## config.mk

```make
export PLATFORM = sky130hd
export DESIGN_NAME = serial_const_undo
export DESIGN_NICKNAME = d
export VERILOG_FILES = /design/src/rtl/serial_const_undo.sv
export SDC_FILE = /design/constraint.sdc
export NUM_CORES = 1
export LEC_CHECK = 0
export BUFFER_PORTS_ARGS = -buffer_cell sky130_fd_sc_hd__buf_2
export CORE_ASPECT_RATIO = 0.9
export CORE_MARGIN = 10
export CORE_UTILIZATION = 30
export DETAILED_ROUTE_END_ITERATION = 8
export SLEW_MARGIN = 20
export SYNTH_ARGS = -nofsm -noshare
export SYNTH_HDL_FRONTEND = slang
export SYNTH_SLANG_ARGS = --single-unit
```

## constraint.sdc

```tcl
create_clock -name clk -period 1.49 [get_ports clk]
set_clock_uncertainty 0.1 [all_clocks]
set_input_delay 0.298 -clock clk [delete_from_list [all_inputs] [get_ports clk]]
set_output_delay 0.298 -clock clk [all_outputs]
set_load 0.02 [all_outputs]
```

## src/rtl/serial_const_undo.sv

```systemverilog
// Bit-serial undo of the add/sub-constant datapath: recovers X from Y, LSB first through one full adder.
// Latency WIDTH edges after accept; no overlap; result held in DONE while out_ready is low, in_ready low until handshake.
module serial_const_undo #(
    parameter int WIDTH = 8
) (
    input  logic             clk,
    input  logic             rst_n,
    input  logic             in_valid,
    output logic             in_ready,
    input  logic [WIDTH-1:0] in_data,
    input  logic [1:0]       in_const_sel,
    input  logic             in_op,
    output logic             out_valid,
    input  logic             out_ready,
    output logic [WIDTH-1:0] out_data,
    output logic             out_carry
);

    localparam int CW = $clog2(WIDTH);

    typedef enum logic [1:0] {
        IDLE  = 2'd0,
        SHIFT = 2'd1,
        DONE  = 2'd2
    } state_t;

    state_t           stateQ;
    state_t           stateD;
    logic [WIDTH-1:0] aQ;
    logic [WIDTH-1:0] bQ;
    logic [WIDTH-1:0] resQ;
    logic             carryQ;
    logic [CW-1:0]    cntQ;

    logic             accept;
    logic             lastBit;
    logic             sumBit;
    logic             carryNext;
    logic [WIDTH-1:0] kVal;

    assign in_ready  = (stateQ == IDLE) && rst_n;
    assign accept    = in_valid && in_ready;
    assign lastBit   = (cntQ == CW'(WIDTH - 1));
    assign kVal      = {{(WIDTH-3){1'b0}}, in_const_sel, 1'b1};
    assign sumBit    = aQ[0] ^ bQ[0] ^ carryQ;
    assign carryNext = (aQ[0] & bQ[0]) | ((aQ[0] ^ bQ[0]) & carryQ);

    always_comb begin
        stateD = stateQ;
        case (stateQ)
            IDLE:    if (accept)    stateD = SHIFT;
            SHIFT:   if (lastBit)   stateD = DONE;
            DONE:    if (out_ready) stateD = IDLE;
            default:                stateD = IDLE;
        endcase
    end

    always_ff @(posedge clk) begin
        if (!rst_n) stateQ <= IDLE;
        else        stateQ <= stateD;
    end

    always_ff @(posedge clk) begin
        if (!rst_n) begin
            aQ        <= '0;
            bQ        <= '0;
            resQ      <= '0;
            carryQ    <= 1'b0;
            cntQ      <= '0;
            out_valid <= 1'b0;
            out_data  <= '0;
            out_carry <= 1'b0;
        end else begin
            case (stateQ)
                IDLE: begin
                    if (accept) begin
                        aQ     <= in_data;
                        // Undoing an add is Y + ~K + 1; undoing a subtract is Y + K.
                        bQ     <= in_op ? kVal : ~kVal;
                        carryQ <= ~in_op;
                        cntQ   <= '0;
                    end
                end
                SHIFT: begin
                    aQ     <= aQ >> 1;
                    bQ     <= bQ >> 1;
                    resQ   <= {sumBit, resQ[WIDTH-1:1]};
                    carryQ <= carryNext;
                    cntQ   <= cntQ + CW'(1);
                    if (lastBit) begin
                        out_data  <= {sumBit, resQ[WIDTH-1:1]};
                        out_carry <= carryNext;
                        out_valid <= 1'b1;
                    end
                end
                DONE: begin
                    if (out_ready) out_valid <= 1'b0;
                end
                default: out_valid <= 1'b0;
            endcase
        end
    end

endmodule

```

# After elaboration in Yosys (flattened, before gate mapping)
# Index checks and enable logic that the tools add are counted.
[totals]
regBits = 40
in_bits = 15
wordCells = 48
output_inout_bits = 11
[op_classes]
n_addsub = 1
n_reduce_logical = 8
n_bitwise = 8
eq_ne = 6
mux = 16
[op_table]
columns = ["operator", "count"]
rows = [
  ["$pmux 8 s2", 2],
  ["$mux 8", 3],
  ["$not 3->8", 1],
  ["$mux 2", 3],
  ["$ne 2x2->1 const B", 3],
  ["$pmux 2 s3", 1],
  ["$pmux 3 s2", 1],
  ["$reduce_and 3->1", 2],
  ["$reduce_and 2->1", 2],
  ["$add 3x1->3 const B", 1],
  ["$eq 3x3->1 const B", 1],
  ["$mux 1", 3],
  ["$mux 3", 1],
  ["$pmux 1 s3", 1],
  ["$and 1x1->1", 2],
  ["$eq 2x1->1 const B", 1],
  ["$eq 2x2->1 const B", 1],
  ["$logic_and 1x1->1", 2],
  ["$logic_not 2->1", 1],
  ["$not 1->1", 2],
  ["$pmux 1 s2", 1],
  ["$reduce_bool 2->1", 1],
  ["$xor 1x1->1", 2],
  ["$or 1x1->1", 1],
]

# Longest topological paths before layout
# Gate-level depths: netlist (run 1).
[logic_depth]
word_depth = 5
ltp_mapped = 6
depth_no_buf = 5

# Worst setup path after synthesis (run 1)
# Ideal clock, no wire load.
[synth_timing]
kind = "register to register"
from = "register stateQ[0]"
to = "register bQ[3]"
path_slack_ps = 131
arrival_ps = 1137
stages_incl_launch_ff = 5
setup_time_ps = 122
synth_period_minus_slack_ps = 1359
required_time_ps = 1268
n_path_buf = 1
path_cell_list = "dfxtp_1 buf_6 and4bb_4 nor2_4 a311o_1"
[synth_between]
elab_chain_len = 5
word_cells_on_any_way = 8
cone_classes = "2 x eq/ne; 1 x mux; 5 x reduce/logical"
[synth_lines]
columns = ["element", "line", "source"]
rows = [
  ["from (decl)", "27", "state_t stateQ;"],
  ["from (signal assigned)", "60", "else stateQ <= stateD;"],
  ["$logic_not 2->1", "41, 74", ""],
  ["$logic_and 1x1->1", "41", "assign in_ready = (stateQ == IDLE) && rst_n;"],
  ["$logic_and 1x1->1", "42", "assign accept = in_valid && in_ready;"],
  ["$ne 2x2->1 (no line)", "--", ""],
  ["$reduce_and 2->1 (no line)", "--", ""],
  ["to (signal assigned)", "79", "bQ <= in_op ? kVal : ~kVal;"],
  ["to (signal assigned)", "86", "bQ <= bQ >> 1;"],
  ["to (decl)", "30", "logic [WIDTH-1:0] bQ;"],
]
# Parallel ways exist; a longest one is shown, timed or not.
# A chain may end at the register's enable or synchronous reset.

# Worst setup path after layout (run 1)
[layout_timing]
from = "register stateQ[0]"
to = "output port in_ready"
[layout_between]
elab_chain_len = 2
[layout_lines]
columns = ["element", "line", "source"]
rows = [
  ["$logic_not 2->1", "41", ""],
  ["$logic_and 1x1->1", "41", ""],
  ["to (decl)", "9", "output logic in_ready,"],
]
# No other way between the ends.

==> results.cfg, run 1 <==
[clock_network]
htree_levels = 2
cts_sinks = 39
cts.path.max_buffers = 2
clock_latency_ns = 0.29
cts_tree = yes
cts-root-buf = clkbuf_8
cts_buffers = 5
path_clk_slew_ns = 0.07

[final_layout]
insertedDiodeCount = 0
seq_area_um2 = 785
final_nets = 224
multi_input_area_um2 = 791
drive_above_1_share = 0.262
area.growth.synth_to_final_pct = 21.0
fillers = 543

[drt]
wirelength_mm = 3.61
postRouteAntennaNets = 0
via_per_inst = 4.82
drt_pass1_iterations = 4
drtIter0Drc = 90
vias = 1317
drc = 0
post_drt_wl_per_cell_um = 13.2

[logic_synthesis]
ys_ff_latch = 39
synth-compound-area-share = 0.201
syn_inst = 176
netlist_area_um2 = 1660
synth.area.top_cells = dfxtp_1 47%, nand2_1 7.0%, a21boi_1 6.8%, nand3_1 4.2%, o221ai_1 3.2%
async_flop_share = 0
ys_types = 32
yosys-mux-area-fraction = 0.00602
synth_top_cells_by_count = 39 x dfxtp_1, 31 x nand2_1, 15 x a21boi_1, 14 x nand3_1, 8 x nor2_1
avgSynthCellArea_um2 = 9.46
synth_top_cell_area_share = 0.469
synth-adder-area-share = 0.0271
synth_nets = 194
synth_top_area_cell = dfxtp_1
ys_warn_count = 0
synth-simple-area-share = 0.222
synth_top_family_by_area = simple AND/OR/NAND/NOR gates
synth_xor_xnor_area_share = 0.0105
synth_most_common_cell = dfxtp_1
ys_seq_area_frac = 0.469
synth_edf_count = 0
ys.flop_type = dfxtp_1

[global_routing]
grt-ovfl-total = 0
grt_max_degree = 29
grtUsageTotal = 0.0818
grt_pass1_vias = 1231
grt_pass1_wl_mm = 5.98
antenna_found_initial = 0

[timing]
period_share = 0.954
worstMarginPinSlew_ns = 0.277
rsz0062_at_grt = false
slew_headroom = 0.813
hold_violations = 0
holdWs_ns = 0.168
fin_setup_tns_ns = 0
fin_crit_ns = 1.42
setup_violations = 0
fmax_mhz = 703
drv_slew = 0

[pwr]
cellPowerDensity_nw_per_um2 = 1030
vdd_drop_max_uv = 368
p_leak_nw = 0.796

[status]
status = finished, final reports clean

[setup_path]
cp_max_fo = 5
cpPeakStageDelay_ns = 0.39
crit_top_cell = buf_4
critPathLaunchType = register
crit_arrival_ns = 1.02
required_ns = 1.09
slowest_stage = dfxtp_1
crit_path_cell_trace = buf_4 -> nor2_2 -> buf_4
crit_path_end_kind = primary output
path_class = reg2out

[die]
start_util = 0.313
io_pins = 26
die_w_um = 98.5
rows = 25
dieArea_um2 = 8930
die_y_um = 90.7
core-area_um2 = 5320

[placed_design]
port_buffers = 25
hpwl_mm = 2.46
gp_congestion = 0.727

[worst_hold_path]
hold_path.class = in2reg

[run]
cap_violations = 0
registers in the layout (all words and copies together), names as in the netlist:
signal,flops
carryQ,1
bQ,8
cntQ,3
out_carry,1
out_data,8
stateQ,2
out_valid,1
resQ,7
aQ,8
critical path, delay by kind of cell (launching register included):
family | cells | cell delay (ns)
and+or+nand+nor | 1 | 0.03
DFF | 1 | 0.39
buffers and inverters | 2 | 0.31
final cells by class:
| type | count | share of cell area |
|---|---|---|
| clock buffer | 6 | 0.0410 |
| clock inverter | 1 | 0.00249 |
| inverter | 1 | 0.00186 |
| multi-input combinational | 121 | 0.393 |
| sequential | 39 | 0.390 |
| tap | 67 | 0.0416 |
| timing repair buffer | 38 | 0.131 |
stage by stage:
stage	utilization	setup slack, ns	cells	power (mW)	area (um2)
after floorplan	-	0.131	176	1.30	1660
after global placement	0.357	0.0234	265	1.37	1900
after detailed placement	0.357	0.00755	265	1.37	1900
after CTS	0.376	0.0154	272	2.10	2000
after global routing	0.379	0.00776	273	2.18	2010
final	0.379	0.0684	273	2.07	2010
path summary, 6_finish.rpt:
kind               start           to  slack [ns]  cells after the start
max            stateQ[0]     in_ready        0.07                      3
min           in_data[7]        aQ[7]        0.17                      3
max reg2reg      cntQ[0]  out_data[4]        0.09                      6
min reg2reg  out_data[0]  out_data[0]        0.35                      2
placed cells by master, fill, tap and decap left out, types with 3 or more instances in the layout:
| cell type | netlist | layout |
|---|---|---|
| o221ai_1 | 6 | 6 |
| a21boi_0 | 6 | 5 |
| a311o_1 | 5 | 5 |
| and3_1 | 5 | 5 |
| dfxtp_1 | 39 | 38 |
| a21boi_1 | 15 | 16 |
| nand2_1 | 31 | 31 |
| nor2_1 | 8 | 7 |
| buf_12 | 0 | 3 |
| clkbuf_8 | 0 | 6 |
| buf_4 | 4 | 11 |
| nand3_1 | 14 | 14 |
| nor3_1 | 7 | 7 |
| buf_2 | 2 | 24 |
timing repair:
| action | CTS | global route |
|---|---|---|
| gates resized for setup | 4 | 3 |
| pin swaps | 1 | 2 |
| setup endpoints to repair | 6 | 9 |
| hold buffers | 0 | 0 |
| endpoints found under the hold margin | 0 | 0 |
| buffers inserted | 1 | 1 |
per-layer routing:
metal / GRT usage / wire length, um
met5: 0 / 0
met2: 0.105 / 1430
met1: 0.107 / 1870
met3: 0.0321 / 207
met4: 0.0573 / 97
report_power, final:
part	switching, mW	internal [mW]
registers	0.0267	1.09
clock network	0.354	0.363
logic	0.123	0.114
total	0.503	1.56
logic make-up after synthesis:
kind of cell    Yosys count
compound gates           41
simple gates             74
flops                    39
fa+ha+maj                 3
xor+xnor                  2
mux                       1
buf+inv                  16
(Power assumes the default switching activity.)
==> inputs of run 2 (changes only) <==
==> constraint.sdc (replaced) <==
create_clock -name clk -period 1.5 [get_ports clk]
set_clock_uncertainty 0.1 [all_clocks]
set_input_delay 0.3 -clock clk [delete_from_list [all_inputs] [get_ports clk]]
set_output_delay 0.3 -clock clk [all_outputs]
set_load 0.02 [all_outputs]
==> results.cfg, run 2 (synthesized netlist as in run 1, its figures left out) <==
[placed_design]
gp_congestion = 0.735
hpwl_mm = 2.55
port_buffers = 25

[drt]
wirelength_mm = 3.86
postRouteAntennaNets = 0
drt_pass1_iterations = 4
via_per_inst = 4.87
post_drt_wl_per_cell_um = 13.8
drtIter0Drc = 72
vias = 1364
drc = 0

[final_layout]
area.growth.synth_to_final_pct = 28.6
final_common_cell = dfxtp_1
insertedDiodeCount = 0
fin_util = 0.403
layout_common_cells = 37 x dfxtp_1, 31 x nand2_1, 24 x buf_2
reg.largest.list = aQ x8, bQ x8, out_data x8
drive_above_1_share = 0.296
final_nets = 230

[global_routing]
grtUsageTotal = 0.0850
grt_pass1_vias = 1293
grt_pass1_wl_mm = 6.39
antenna_found_initial = 0
grt-ovfl-total = 0
grt_max_degree = 27

[clock_network]
clock_latency_ns = 0.29
cts-root-buf = clkbuf_8
hold_buffers = 0
path_clk_slew_ns = 0.07
cts.path.max_buffers = 2
cts_sinks = 39
cts_tree = yes
cts_buffers = 5
htree_levels = 2

[worst_hold_path]
min_path_cells = 3
holdPathEnd = aQ[7]
hold_path.class = in2reg
hold_path.startpoint = in_data[7]

[setup_path]
crit_path_end_kind = primary output
slowest_stage = dfxtp_4
startpoint = stateQ[1]
r2r-end = bQ[6]
reg2reg_from = stateQ[1]
r2r_slack_ns = 0.04
crit_path_cell_trace = buf_6 -> nand2b_4 -> nor2_4 -> buf_6
path_class = reg2out
critPathLaunchType = register
rr_worst_depth = 4
crit_top_cell = buf_6
required_ns = 1.10
cp_max_fo = 3
cpPeakStageDelay_ns = 0.35
crit_arrival_ns = 1.08

[timing]
drv_slew = 0
fin_setup_tns_ns = 0
hold_violations = 0
period_share = 0.985
worstMarginPinSlew_ns = 0.300
slew_headroom = 0.797
fmax_mhz = 677
fin_crit_ns = 1.48
rsz0062_at_grt = true
setup_violations = 0

[pwr]
clkPwrFrac = 0.433
vdd_drop_max_uv = 488
p_sw_frac = 0.217
p_leak_nw = 0.854
switching_power_uw = 517
power_mw = 2.38
cellPowerDensity_nw_per_um2 = 1110
seqPwrFrac = 0.466
internal_power_mw = 1.86
combPwrFrac = 0.101

[die]
rows = 25
core-area_um2 = 5320
die_w_um = 98.5
start_util = 0.313
io_pins = 26
die_y_um = 90.7
dieArea_um2 = 8930

[status]
status = finished, final reports clean

[run]
cap_violations = 0
run 2: final cells by class:
cell class                 instances  area (um2)
clock buffer                       6        72.6
clock inverter                     2        60.1
fill                             545        3180
inverter                           1        3.75
multi-input combinational        121         811
sequential                        39         786
tap                               67        83.8
timing repair buffer              44         324
run 2: worst max path at each step:
| stage | endpoint | slack, ns | cells after the start |
|---|---|---|---|
| after floorplan | bQ[3] | 0.14 | 4 |
| after global placement | carryQ | 0.09 | 3 |
| after detailed placement | bQ[6] | 0.06 | 3 |
| after CTS | in_ready | -0.008 | 4 |
| after global routing | in_ready | -0.03 | 4 |
| final | in_ready | 0.02 | 4 |
run 2: power groups by stage:
| stage | Combinational [mW] | Clock [mW] | Sequential, mW |
|---|---|---|---|
| after floorplan | 0.168 | 0 | 1.13 |
| after global placement | 0.225 | 0 | 1.13 |
| after detailed placement | 0.224 | 0 | 1.13 |
| after CTS | 0.235 | 1.05 | 1.11 |
| after global routing | 0.267 | 1.10 | 1.12 |
| final | 0.240 | 1.03 | 1.11 |
run 2: what timing repair did:
| action | in CTS | in global routing |
|---|---|---|
| cloned | 0 | 1 |
| setup buffers | 2 | 3 |
| resized for setup | 8 | 6 |
| pin swaps | 2 | 4 |
| endpoints found under the setup margin | 1 | 16 |
| hold endpoints to repair | 0 | 0 |
run 2: worst max-delay path: cells and delay by family, from the launching register on:
kind | cells | cell delay, ns
and+or+nand+nor | 2 | 0.22
DFF | 1 | 0.35
buffers and inverters | 2 | 0.23
run 2: metrics by stage:
stage | hold slack, ns | instances | instance area [um2] | setup WS, ns
6_report | 0.158 | 280 | 2140 | 0.0224
5_1_grt | 0.160 | 280 | 2140 | -0.0335
4_1_cts | 0.156 | 276 | 2070 | -0.00800
3_5_place_dp | 0.346 | 266 | 1890 | 0.0603
3_3_place_gp | 0.340 | 266 | 1890 | 0.0941
2_1_floorplan | 0.335 | 176 | 1660 | 0.141
run 2: routing by layer:
layer / vias up / part of all wire / track usage
met5: - / 0 / 0
met4: 0 / 0.018 / 0.0394
met3: 4 / 0.070 / 0.0383
met2: 26 / 0.41 / 0.115
met1: 637 / 0.50 / 0.111
li1: 697 / - / -
==> inputs of run 3 (changes only) <==
--- a/config.mk
+++ b/config.mk
@@ -10,6 +10,7 @@
 export CORE_MARGIN = 10
 export CORE_UTILIZATION = 30
 export DETAILED_ROUTE_END_ITERATION = 8
+export SKIP_LAST_GASP = 1
 export SLEW_MARGIN = 20
 export SYNTH_ARGS = -nofsm -noshare
 export SYNTH_HDL_FRONTEND = slang
==> constraint.sdc (replaced) <==
create_clock -name clk -period 1.5 [get_ports clk]
set_clock_uncertainty 0.1 [all_clocks]
set_input_delay 0.15 -clock clk [delete_from_list [all_inputs] [get_ports clk]]
set_output_delay 0.15 -clock clk [all_outputs]
set_load 0.02 [all_outputs]
==> results.cfg, run 3 (synthesized netlist as in run 1, its figures left out) <==
[status]
status = finished, final reports clean

[final_layout]
final_nets = 228
stdcell_area_um2 = 2060
reg.largest.list = aQ x8, bQ x8, out_data x8
final_common_cell = dfxtp_1
layout_common_cells = 38 x dfxtp_1, 31 x nand2_1, 24 x buf_2
drive_above_1_share = 0.270
area.growth.synth_to_final_pct = 24.0
insertedDiodeCount = 0

[timing]
setup_violations = 0
period_share = 0.955
drv_slew = 0
slew_headroom = 0.745
fin_ws_ns = 0.0675
worstMarginPinSlew_ns = 0.378
fmax_mhz = 698
rsz0062_at_grt = true
fin_crit_ns = 1.43
hold_violations = 0

[clock_network]
cts_tree = yes
cts_sinks = 39
cts.path.max_buffers = 2
cts_buffers = 5
path_clk_slew_ns = 0.08
cts-root-buf = clkbuf_8
clock_latency_ns = 0.29
htree_levels = 2

[setup_path]
cp_max_fo = 5
path_buf_inv = 2
rr_worst_depth = 3
critPathTopFamily = flip-flops
slowest_stage = dfxtp_2
crit_path_cell_trace = buf_4 -> nand2b_1 -> nor2_1 -> buf_4
required_ns = 1.25
crit_path_end_kind = primary output
cpPeakStageDelay_ns = 0.35
critPathLaunchType = register
crit_arrival_ns = 1.18
path_class = reg2out
crit_top_cell = buf_4
cp.depth = 4

[worst_hold_path]
min_path_cells = 3
hold_path.class = in2reg

[pwr]
vdd_drop_max_uv = 480
cellPowerDensity_nw_per_um2 = 1160
p_leak_nw = 0.826
power_mw = 2.40

[drt]
via_per_inst = 4.76
drc = 0
drt_pass1_iterations = 4
wirelength_mm = 3.66
postRouteAntennaNets = 0
vias = 1323
drtIter0Drc = 37
post_drt_wl_per_cell_um = 13.2

[die]
die_y_um = 90.7
dieArea_um2 = 8930
die_w_um = 98.5
io_pins = 26
start_util = 0.313
rows = 25
core-area_um2 = 5320

[global_routing]
grt-ovfl-total = 0
grtUsageTotal = 0.0853
grt_max_degree = 26
grt_pass1_vias = 1309
grt_pass1_wl_mm = 6.35
antenna_found_initial = 0

[placed_design]
port_buffers = 25
place_area_um2 = 1870
gp_congestion = 0.754
dp_slack_ns = 0.0159
hpwl_mm = 2.55

[run]
cap_violations = 0
-- run 3: cell types whose count changed in the layout (fill, tap and decap cells not counted), sizes merged --
cell,delta
buf,-1
clkbuf,-1
-- run 3: tightest hold or removal path: stages --
cell	delay, ns
buf_2	0.10
nand2_1	0.06
a21boi_1	0.05
-- run 3: power by group --
part,internal [mW],switching [mW],leakage (nW)
Sequential,1.08,0.0269,0.318
Combinational,0.124,0.121,0.442
Clock,0.665,0.376,0.0654
Total,1.87,0.525,0.826
-- run 3: timing repair --
| action | in CTS | in global routing |
|---|---|---|
| hold buffers | 0 | 0 |
| setup buffers | 0 | 5 |
| endpoints found under the setup margin | 0 | 22 |
| gates resized for setup | 0 | 3 |
-- run 3: stage by stage --
step	utilization	cells	setup TNS [ns]	hold WS [ns]
detailed placement	0.352	265	0	0.323
global route	0.388	278	-0.00597	0.0136
global placement	0.352	265	0	0.312
finish	0.388	278	0	0.0256
floorplan	-	176	0	0.185
CTS	0.377	273	0	0.0143
-- run 3: worst paths after layout --
check / start / to / slack (ns)
setup / recovery: stateQ[1] / in_ready / 0.07
hold / removal: in_data[7] / aQ[7] / 0.03
setup reg to reg: stateQ[0] / bQ[4] / 0.07
hold reg to reg: out_data[7] / out_data[7] / 0.35
-- run 3: layout make-up --
class                      count  area (um2)
clock inverter                 2        60.1
timing repair buffer          42         280
fill                         552        3250
sequential                    39         782
tap                           67        83.8
inverter                       1        3.75
multi-input combinational    121         781
clock buffer                   6        72.6
-- run 3: routing by layer --
layer  GRT usage  part of all wire  vias to the layer above
met5           0                 0                        -
met1       0.113              0.51                      600
li1            -                 -                      691
met4      0.0501             0.022                        0
met3      0.0260             0.054                        6
met2       0.117              0.41                       26
